[config.mk]
export PLATFORM = sky130hd
export DESIGN_NAME = event_capture
export DESIGN_NICKNAME = d
export VERILOG_FILES = /design/src/rtl/event_monitor_pkg.sv /design/src/rtl/capture_ram.sv /design/src/rtl/event_capture.sv
export SDC_FILE = /design/constraint.sdc
export NUM_CORES = 1
export LEC_CHECK = 0
export ABC_CLOCK_PERIOD_IN_PS = 4000
export BUFFER_PORTS_ARGS = -buffer_cell sky130_fd_sc_hd__buf_2
export CAP_MARGIN = 20
export CORE_MARGIN = 2
export CORE_UTILIZATION = 39
export DETAILED_ROUTE_END_ITERATION = 10
export RECOVER_POWER = 50
export SYNTH_ARGS = -nofsm -noshare
export SYNTH_HDL_FRONTEND = slang
export SYNTH_SLANG_ARGS = --single-unit
[constraint.sdc]
create_clock -name clk -period 4 [get_ports clk]
set_input_delay 0.8 -clock clk [delete_from_list [all_inputs] [get_ports clk]]
set_output_delay 0.8 -clock clk [all_outputs]
set_load 0.005 [all_outputs]
[src/rtl/event_monitor_pkg.sv]
// event_monitor_pkg: definitions shared by the event monitor blocks
// (capture engine, trigger bench and host register map).
//   capture_state_e : capture FSM state encoding
//   CAP_TS_W        : width of the capture timestamp counter
package event_monitor_pkg;

  typedef enum logic [1:0] {
    IDLE  = 2'd0,
    ARMED = 2'd1,
    POST  = 2'd2,
    DONE  = 2'd3
  } capture_state_e;

  localparam int CAP_TS_W = 32;

endpackage : event_monitor_pkg

[src/rtl/capture_ram.sv]
// capture_ram: DEPTH x PROBE_W sample store for event_capture.
// One synchronous write port and one asynchronous read port. Contents are
// not reset.
// Ports:
//   clk_i    : clock
//   we_i     : write enable
//   waddr_i  : write address
//   wdata_i  : write data
//   raddr_i  : read address
//   rdata_o  : read data (combinational from raddr_i)
module capture_ram #(
  parameter int  PROBE_W = 8,
  parameter int  DEPTH   = 16,
  localparam int CNT_W   = $clog2(DEPTH)
) (
  input  logic               clk_i,
  input  logic               we_i,
  input  logic [CNT_W-1:0]   waddr_i,
  input  logic [PROBE_W-1:0] wdata_i,
  input  logic [CNT_W-1:0]   raddr_i,
  output logic [PROBE_W-1:0] rdata_o
);

  logic [PROBE_W-1:0] mem_q [DEPTH];

  always_ff @(posedge clk_i) begin
    if (we_i) begin
      mem_q[waddr_i] <= wdata_i;
    end
  end

  assign rdata_o = mem_q[raddr_i];

endmodule : capture_ram

[src/rtl/event_capture.sv]
// event_capture: records a pre/post-trigger window of probe samples into a
// circular buffer and streams it out oldest-first over a valid/ready port.
//
// Optional feature macro: EVENT_CAPTURE_TIMESTAMP_EN
//   When defined, a free-running 32-bit cycle counter is added and its value
//   in the triggering cycle is presented on trig_ts.
//
// Ports:
//   clk         : clock, all logic on the rising edge
//   rst         : synchronous active-high reset
//   probe_data  : probe bus (same bus that feeds trigger_unit)
//   trigger_hit : registered hit from trigger_unit, one cycle behind probe_data
//   arm         : pulse, starts a capture from IDLE
//   abort       : pulse, returns to IDLE from any state, discards the capture
//   post_count  : samples stored after the trigger sample, sampled at trigger
//   rd_data     : readout sample
//   rd_valid    : rd_data valid
//   rd_ready    : consumer accepts rd_data
//   rd_last     : final sample of the window, qualified by rd_valid
//   armed       : high while waiting for a trigger
//   triggered   : high in POST and DONE
//   trig_index  : readout position of the trigger sample, valid in DONE
//   trig_ts     : (EVENT_CAPTURE_TIMESTAMP_EN only) cycle count at trigger
module event_capture
  import event_monitor_pkg::*;
#(
  parameter int  PROBE_W = 8,
  parameter int  DEPTH   = 16,
  localparam int CNT_W   = $clog2(DEPTH)
) (
  input  logic                clk,
  input  logic                rst,
  input  logic [PROBE_W-1:0]  probe_data,
  input  logic                trigger_hit,
  input  logic                arm,
  input  logic                abort,
  input  logic [CNT_W-1:0]    post_count,
  output logic [PROBE_W-1:0]  rd_data,
  output logic                rd_valid,
  input  logic                rd_ready,
  output logic                rd_last,
  output logic                armed,
  output logic                triggered,
`ifdef EVENT_CAPTURE_TIMESTAMP_EN
  output logic [CAP_TS_W-1:0] trig_ts,
`endif
  output logic [CNT_W-1:0]    trig_index
);

  // fill must represent DEPTH itself, so it is one bit wider than a pointer.
  localparam int                FILL_W   = CNT_W + 1;
  localparam logic [FILL_W-1:0] FILL_MAX = FILL_W'(DEPTH);

  function automatic logic [FILL_W-1:0] fill_inc(input logic [FILL_W-1:0] f);
    return (f == FILL_MAX) ? f : f + FILL_W'(1);
  endfunction

  // Trigger sample position within the window: everything after it is the
  // post-trigger tail, so it sits post samples before the newest entry.
  function automatic logic [CNT_W-1:0] calc_trig_index(input logic [FILL_W-1:0] f,
                                                       input logic [CNT_W-1:0]  post);
    return CNT_W'(f - FILL_W'(1) - FILL_W'(post));
  endfunction

  capture_state_e     state_q, state_d;
  logic [PROBE_W-1:0] probe_q;
  logic [CNT_W-1:0]   wr_ptr_q, wr_ptr_d;
  logic [FILL_W-1:0]  fill_q, fill_d;
  logic [CNT_W-1:0]   remaining_q, remaining_d;
  logic [CNT_W-1:0]   post_q, post_d;
  logic [CNT_W-1:0]   rd_cnt_q, rd_cnt_d;
  logic [CNT_W-1:0]   trig_index_q, trig_index_d;

  logic               we;
  logic [CNT_W-1:0]   start_ptr;
  logic [CNT_W-1:0]   rd_addr;
  logic [CNT_W-1:0]   last_idx;
  logic [FILL_W-1:0]  fill_next;
  logic               trig_fire;
  logic               rd_hs;

  // post_count is CNT_W bits wide, so it can never exceed DEPTH-1 and the
  // clamp to DEPTH-1 is implicit in the port width.
  assign fill_next = fill_inc(fill_q);
  assign trig_fire = (state_q == ARMED) && trigger_hit && !abort;
  assign rd_hs     = rd_valid && rd_ready;

  // Oldest entry of the window; when fill == DEPTH the low bits are zero and
  // the oldest entry is the one about to be overwritten at wr_ptr.
  assign start_ptr = wr_ptr_q - fill_q[CNT_W-1:0];
  assign rd_addr   = start_ptr + rd_cnt_q;
  assign last_idx  = CNT_W'(fill_q - FILL_W'(1));

  always_comb begin
    state_d      = state_q;
    wr_ptr_d     = wr_ptr_q;
    fill_d       = fill_q;
    remaining_d  = remaining_q;
    post_d       = post_q;
    rd_cnt_d     = rd_cnt_q;
    trig_index_d = trig_index_q;
    we           = 1'b0;

    if (abort) begin
      state_d = IDLE;
    end else begin
      unique case (state_q)
        IDLE: begin
          if (arm) begin
            state_d  = ARMED;
            wr_ptr_d = '0;
            fill_d   = '0;
            rd_cnt_d = '0;
          end
        end
        ARMED: begin
          we       = 1'b1;
          wr_ptr_d = wr_ptr_q + CNT_W'(1);
          fill_d   = fill_next;
          if (trigger_hit) begin
            remaining_d = post_count;
            post_d      = post_count;
            rd_cnt_d    = '0;
            if (post_count == '0) begin
              state_d      = DONE;
              trig_index_d = calc_trig_index(fill_next, post_count);
            end else begin
              state_d = POST;
            end
          end
        end
        POST: begin
          we          = 1'b1;
          wr_ptr_d    = wr_ptr_q + CNT_W'(1);
          fill_d      = fill_next;
          remaining_d = remaining_q - CNT_W'(1);
          if (remaining_q == CNT_W'(1)) begin
            state_d      = DONE;
            trig_index_d = calc_trig_index(fill_next, post_q);
          end
        end
        DONE: begin
          if (rd_hs) begin
            rd_cnt_d = rd_cnt_q + CNT_W'(1);
            if (rd_last) begin
              state_d = IDLE;
            end
          end
        end
        default: state_d = IDLE;
      endcase
    end
  end

  // Stage boundary: probe alignment register and control state
  always_ff @(posedge clk) begin
    if (rst) begin
      state_q      <= IDLE;
      probe_q      <= '0;
      wr_ptr_q     <= '0;
      fill_q       <= '0;
      remaining_q  <= '0;
      post_q       <= '0;
      rd_cnt_q     <= '0;
      trig_index_q <= '0;
    end else begin
      state_q      <= state_d;
      probe_q      <= probe_data;
      wr_ptr_q     <= wr_ptr_d;
      fill_q       <= fill_d;
      remaining_q  <= remaining_d;
      post_q       <= post_d;
      rd_cnt_q     <= rd_cnt_d;
      trig_index_q <= trig_index_d;
    end
  end

  capture_ram #(
    .PROBE_W (PROBE_W),
    .DEPTH   (DEPTH)
  ) u_ram (
    .clk_i   (clk),
    .we_i    (we),
    .waddr_i (wr_ptr_q),
    .wdata_i (probe_q),
    .raddr_i (rd_addr),
    .rdata_o (rd_data)
  );

  assign armed      = (state_q == ARMED);
  assign triggered  = (state_q == POST) || (state_q == DONE);
  assign rd_valid   = (state_q == DONE);
  assign rd_last    = rd_valid && (rd_cnt_q == last_idx);
  assign trig_index = trig_index_q;

`ifdef EVENT_CAPTURE_TIMESTAMP_EN
  logic [CAP_TS_W-1:0] ts_cnt_q;
  logic [CAP_TS_W-1:0] trig_ts_q;

  // Stage boundary: free-running timestamp and trigger-time latch
  always_ff @(posedge clk) begin
    if (rst) begin
      ts_cnt_q  <= '0;
      trig_ts_q <= '0;
    end else begin
      ts_cnt_q <= ts_cnt_q + CAP_TS_W'(1);
      if (trig_fire) begin
        trig_ts_q <= ts_cnt_q;
      end
    end
  end

  assign trig_ts = trig_ts_q;
`else
  // Without timestamps the trigger-fire strobe has no consumer.
  logic unused_trig_fire;
  assign unused_trig_fire = trig_fire;
`endif

endmodule : event_capture

==> results_dict.tcl, run 1 <==
set metrics [dict create \
    r2r_start "fill_q[0]$_SDFFE_PP0P_" \
    netlist_area_sq_um 7190 \
    grt_pass1_wl_microns 22800 \
    crit_start "wr_ptr_q[1]$_SDFFE_PP0P_" \
    antenna_found_initial 0 \
    root_buffer "clkbuf_16" \
    clockPowerShare 0.458 \
    placementRows 49 \
    fin_ws_ns 0.0955 \
    cts_buffers 17 \
    holdCritPathClass "register to register" \
    finClkSkew_ns 0.0125 \
    die_area_sq_um 19500 \
    maxSlewViolCount 19 \
    grt_start_max_net_pins 34 \
    synth_ff_type "edfxtp_1" \
    ys_seq_area_frac 0.632 \
    numClockSinks 163 \
    regToRegSetupSlack_ns 0.81 \
    tightest_slew_ns 1.50 \
    cts_hold_buf 0 \
    syn_nets 514 \
    finalHoldViolations 0 \
    die_y_microns 140 \
    syn_to_final_growth_pct 17.2 \
    violations "max-capacitance violations, max-slew violations" \
    crit_type "register to output port" \
    worstPathMaxFanout 8 \
    gp_congestion 0.704 \
    cts_tree "built" \
    synth_edf_count 128 \
    power_density_nw_per_um2 458 \
    drtIter0Drc 198 \
    wl_microns 14200 \
    clk_pin_slew_ns 0.07 \
    ios 34 \
    yosysTopAreaCellShare 0.535 \
    core_sq_um 18000 \
    start_kind "register" \
    power_switching_uw 844 \
    status "complete, but fails checks" \
    r2r-end "trig_index[3]$_SDFFE_PP0P_" \
    first_pass_iters 5 \
    pre_cts_slack_ns 0.382 \
    required_ns 3.20 \
    start_util 0.399 \
    ys_warn_count 0 \
    setup_violations 0 \
    synth.avg_cell_area_sq_um 15.3 \
    gr-usage-all-layers 0.153 \
    instances_no_fill 754 \
    grt_pass1_vias 4175 \
    syn_inst 469 \
    yosys-top-cells-area "edfxtp_1, mux4_2, dfxtp_1" \
    drive_gt1_frac 0.257 \
    place_inst 718 \
    timing.fmax_mhz 256 \
    fp.dieW_microns 140 \
    cts_buffer_depth 2 \
    switching_share 0.218 \
    clock_latency_ns 0.43 \
    antennaDiodeCount 0 \
    nets 557 \
    async_reset_ff_frac 0 \
    htreeDepth 4 \
    max-vdd-ir-drop_mv 0.316 \
    ant_nets 0 \
    synth.distinct_cells 52 \
    crit_end "rd_data[7]" \
    power_frac_comb 0.060 \
    endpoint_kind "output port" \
    p_int_uw 3020 \
    drc_errors 0 \
    slew_headroom -0.0000664 \
    period_share 0.976 \
    min_period_ns 3.90 \
    crit_arrival_ns 3.10 \
    via_per_inst 5.21 \
    maxCapViolCount 1 \
    ff2ff_path_depth 14 \
    vias 3926 \
    synth-seq-cells 163 \
    portBuffers 33 \
    post_drt_wl_per_cell_microns 18.8 \
    yosysTopAreaCell "edfxtp_1" \
    seqPwrFrac 0.481 \
    grt_overflow 0 \
    leakage_uw 0.00296 \
    dp_hpwl_microns 9400 \
]
## synthesized netlist by cell type (all sizes together) (3+ instances only)
master,number
a21oi,24
mux2i,15
fa,4
nand3,7
o21ai,5
a211oi,15
clkbuf,8
and3,5
nor2,22
dfxtp,35
nor2b,21
xnor2,10
nand4,3
xor2,6
and2,16
nor3,9
buf,12
inv,24
mux4,32
nand2,14
edfxtp,128
ha,23
nand2b,4
## critical path, cell delays in order (launching register included)
cell,delay (ns)
dfxtp_4,0.36
inv_2,0.05
fa_1,0.50
fa_2,0.72
buf_12,0.17
mux4_2,0.28
nor2b_1,0.15
a211oi_2,0.25
a21oi_2,0.06
buf_2,0.14
## cells by family (layout without fill, tap and decap cells)
family	count (synthesis)	in the layout	synth area share
and+or+nand+nor	114	114	0.0886
xor gates and xnor gates	18	18	0.0259
adders and majority gates	27	27	0.0512
AOI/OAI and AO/OA	55	55	0.0532
buffers and inverters	44	100	0.0264
DFF	163	163	0.632
muxes	48	48	0.123
## flip-flops by register name (all words and copies together), names as in the netlist
name	cells
fill_q	5
probe_q	8
u_ram.mem_q	128
post_q	4
state_q	2
remaining_q	4
trig_index	4
rd_cnt_q	4
wr_ptr_q	4
## final cells by class
class | instances | area (sq um)
multi-input cells | 262 | 2540
inverters | 24 | 90.1
fillers | 1554 | 9600
clock inverters | 15 | 219
well taps | 229 | 287
repair buffers | 44 | 313
clock buffers | 17 | 425
flip-flops and latches | 163 | 4560
## metal layers
layer | wire (microns) | vias to the layer above | global-route usage
li1 | - | 1855 | -
met1 | 6150 | 1994 | 0.184
met2 | 7500 | 62 | 0.276
met3 | 373 | 15 | 0.0334
met4 | 173 | 0 | 0.0474
met5 | 0 | - | 0
## per-stage QoR
step	hold slack [ns]	setup TNS, ns	instance area (sq um)	utilization	power, uW
2_1_floorplan	0.458	0	7190	-	2040
3_5_place_dp	0.483	0	7630	0.423	2120
5_1_grt	0.538	-0.0286	8430	0.468	3990
6_report	0.492	0	8430	0.468	3860
4_1_cts	0.502	-0.00143	8410	0.467	3900
3_3_place_gp	0.472	0	7630	0.423	2110
## what timing repair did
action / in CTS / in global routing
pin swaps: 3 / 4
setup endpoints to repair: 8 / 8
setup buffers: 2 / 1
cloned: 2 / 0
resized for setup: 13 / 13
## power groups by stage
stage / clock network [uW] / logic, uW / registers (uW)
after CTS: 1800 / 237 / 1860
after global routing: 1870 / 255 / 1860
after floorplan: 0 / 152 / 1890
final: 1770 / 234 / 1860
after detailed placement: 0 / 220 / 1900
after global placement: 0 / 217 / 1900
## placed cells by master, fill, tap and decap left out, types with 10 or more instances in the layout
cell type / instances
edfxtp_1: 128
mux4_2: 32
dfxtp_1: 30
buf_2: 29
inv_1: 22
nor2_1: 22
a21oi_1: 22
nor2b_1: 21
ha_1: 21
clkbuf_16: 17
and2_1: 16
nand2_1: 14
mux2i_1: 13
xnor2_1: 10
## how the worst min path moves through the flow
stage	cells past startpoint	end	slack (ns)	from
after floorplan	2	post_q[0]$_SDFFE_PP0P_	0.46	post_q[0]$_SDFFE_PP0P_
after global placement	2	post_q[0]$_SDFFE_PP0P_	0.47	post_q[0]$_SDFFE_PP0P_
after detailed placement	2	post_q[0]$_SDFFE_PP0P_	0.48	post_q[0]$_SDFFE_PP0P_
after CTS	2	post_q[0]$_SDFFE_PP0P_	0.50	post_q[0]$_SDFFE_PP0P_
after global routing	2	trig_index[0]$_SDFFE_PP0P_	0.54	trig_index[0]$_SDFFE_PP0P_
final	2	post_q[0]$_SDFFE_PP0P_	0.49	post_q[0]$_SDFFE_PP0P_
Note: power is estimated with default switching activity, not from simulation.
==> run 2: changes to the inputs <==
--- a/config.mk
+++ b/config.mk
@@ -9,7 +9,7 @@
 export BUFFER_PORTS_ARGS = -buffer_cell sky130_fd_sc_hd__buf_2
 export CAP_MARGIN = 20
 export CORE_MARGIN = 2
-export CORE_UTILIZATION = 39
+export CORE_UTILIZATION = 45
 export DETAILED_ROUTE_END_ITERATION = 10
 export RECOVER_POWER = 50
 export SYNTH_ARGS = -nofsm -noshare
==> results_dict.tcl, run 2 (synthesis results as in run 1) <==
set metrics [dict create \
    status "complete, but fails checks" \
    violations "max-capacitance violations, max-slew violations" \
    drc_errors 0 \
    cts_tree "built" \
    path_buf_inv 3 \
    fillers 1322 \
    worstPathMaxFanout 8 \
    gp_congestion 0.776 \
    syn_to_final_growth_pct 16.2 \
    crit_arrival_ns 3.12 \
    first_pass_iters 4 \
    via_per_inst 5.23 \
    min_period_ns 3.92 \
    place_inst 704 \
    timing.fmax_mhz 255 \
    antenna_found_initial 0 \
    nets 557 \
    cts_buffers 17 \
    utilization 0.530 \
    leakage_uw 0.00296 \
    numClockSinks 163 \
    crit_path_top_delay_cell "fa_2" \
    clk_pin_slew_ns 0.06 \
    final_cell_mix "edfxtp_1, mux4_2, buf_2" \
    dp_hpwl_microns 9290 \
    critPathTopFamily "adder cells" \
    largest_reg_flops 128 \
    finalHoldViolations 0 \
    die_area_sq_um 17000 \
    clock_latency_ns 0.42 \
    cts_buffer_depth 2 \
    path_cells "inv_2 > fa_1 > fa_2 > buf_12 > mux4_2 > nor2b_1 > a211oi_2 > a21oi_1 > buf_2" \
    grt_start_max_net_pins 34 \
    endpoint_kind "output port" \
    crit_end "rd_data[6]" \
    required_ns 3.20 \
    power_density_nw_per_um2 442 \
    regMostFlops "u_ram.mem_q" \
    ant_nets 0 \
    crit_type "register to output port" \
    fin_tns_setup_ns 0 \
    final_common_cell "edfxtp_1" \
    period_share 0.980 \
    max-vdd-ir-drop_mv 0.292 \
    drive_gt1_frac 0.248 \
    fp.dieW_microns 130 \
    grt_pass1_vias 3944 \
    vias 3878 \
    core_sq_um 15800 \
    crit_start "wr_ptr_q[1]$_SDFFE_PP0P_" \
    antennaDiodeCount 0 \
    cts_hold_buf 0 \
    portBuffers 33 \
    drtIter0Drc 212 \
    instances_no_fill 741 \
    start_kind "register" \
    holdCritPathClass "register to register" \
    ios 34 \
    regArea_sq_um 4560 \
    grt_pass1_wl_microns 21800 \
    wl_microns 14100 \
    tightest_slew_ns 1.73 \
    largestRegisters "u_ram.mem_q x128, probe_q x8, fill_q x5" \
    gr-usage-all-layers 0.178 \
    placementRows 46 \
    ff2ff_path_depth 14 \
    rsz0062_at_grt "yes" \
    slew_headroom -0.155 \
    p_total_uw 3690 \
    multi_input_area_sq_um 2510 \
    maxSlewViolCount 34 \
    start_util 0.456 \
    htreeDepth 4 \
    cpPeakStageDelay_ns 0.73 \
    regToRegSetupSlack_ns 0.84 \
    cp.depth 9 \
    finClkSkew_ns 0.00486 \
    die_y_microns 130 \
    r2r_start "fill_q[0]$_SDFFE_PP0P_" \
    root_buffer "clkbuf_16" \
    setup_violations 0 \
    post_drt_wl_per_cell_microns 19.0 \
    r2r-end "trig_index[3]$_SDFFE_PP0P_" \
    grt_overflow 0 \
    maxCapViolCount 1 \
]
==> run 2: cell types whose count changed in the layout (fill, tap and decap cells not counted), sizes merged <==
cell    change
clkbuf      +7
inv         -5
bufinv      -2
==> run 2: worst register-to-register path: cells and delay by family (launching register included) <==
| family | cells | cell delay, ns |
|---|---|---|
| buffers and inverters | 3 | 0.28 |
| AO/OA/AOI/OAI | 3 | 0.40 |
| XOR/XNOR | 4 | 0.92 |
| adder cells (fa/ha/maj) | 3 | 0.72 |
| AND/OR/NAND/NOR | 1 | 0.23 |
| flip-flops | 1 | 0.42 |
==> run 2: timing repair <==
item | CTS | global route
pin swaps | 1 | 7
setup buffers | 0 | 2
setup endpoints to repair | 6 | 8
endpoints found under the hold margin | 0 | 0
resized for setup | 4 | 15
gates cloned | 1 | 2
==> run 2: metal layers <==
layer / wire (microns) / track usage
met1: 6250 / 0.215
met3: 370 / 0.0464
met2: 7270 / 0.316
met5: 0 / 0
met4: 184 / 0.0519
==> run 2: power by group <==
| part | internal (uW) | switching [uW] |
|---|---|---|
| Combinational | 116 | 113 |
| Clock | 988 | 613 |
| Sequential | 1840 | 24.5 |
==> run 2: how the worst min path moves through the flow <==
stage,start,endpoint,cells after the start
floorplan,post_q[0]$_SDFFE_PP0P_,post_q[0]$_SDFFE_PP0P_,2
CTS,trig_index[1]$_SDFFE_PP0P_,trig_index[1]$_SDFFE_PP0P_,2
global route,trig_index[3]$_SDFFE_PP0P_,trig_index[3]$_SDFFE_PP0P_,2
global placement,post_q[0]$_SDFFE_PP0P_,post_q[0]$_SDFFE_PP0P_,2
detailed placement,trig_index[1]$_SDFFE_PP0P_,trig_index[1]$_SDFFE_PP0P_,2
finish,trig_index[1]$_SDFFE_PP0P_,trig_index[1]$_SDFFE_PP0P_,2
==> run 2: cell type report <==
class,instances,area share
clock buffer,24,0.0590
inverter,24,0.0108
multi-input combinational,262,0.301
clock inverter,8,0.0117
timing repair buffer,44,0.0404
tap,216,0.0323
sequential,163,0.545
==> run 2: through the flow <==
| stage | area (sq um) | hold slack (ns) | setup WS [ns] |
|---|---|---|---|
| 6_report | 8360 | 0.494 | 0.0803 |
| 5_1_grt | 8360 | 0.520 | -0.00770 |
| 4_1_cts | 8240 | 0.496 | 0.00441 |
| 3_5_place_dp | 7610 | 0.479 | 0.368 |
| 3_3_place_gp | 7610 | 0.471 | 0.443 |
| 2_1_floorplan | 7190 | 0.458 | 0.360 |
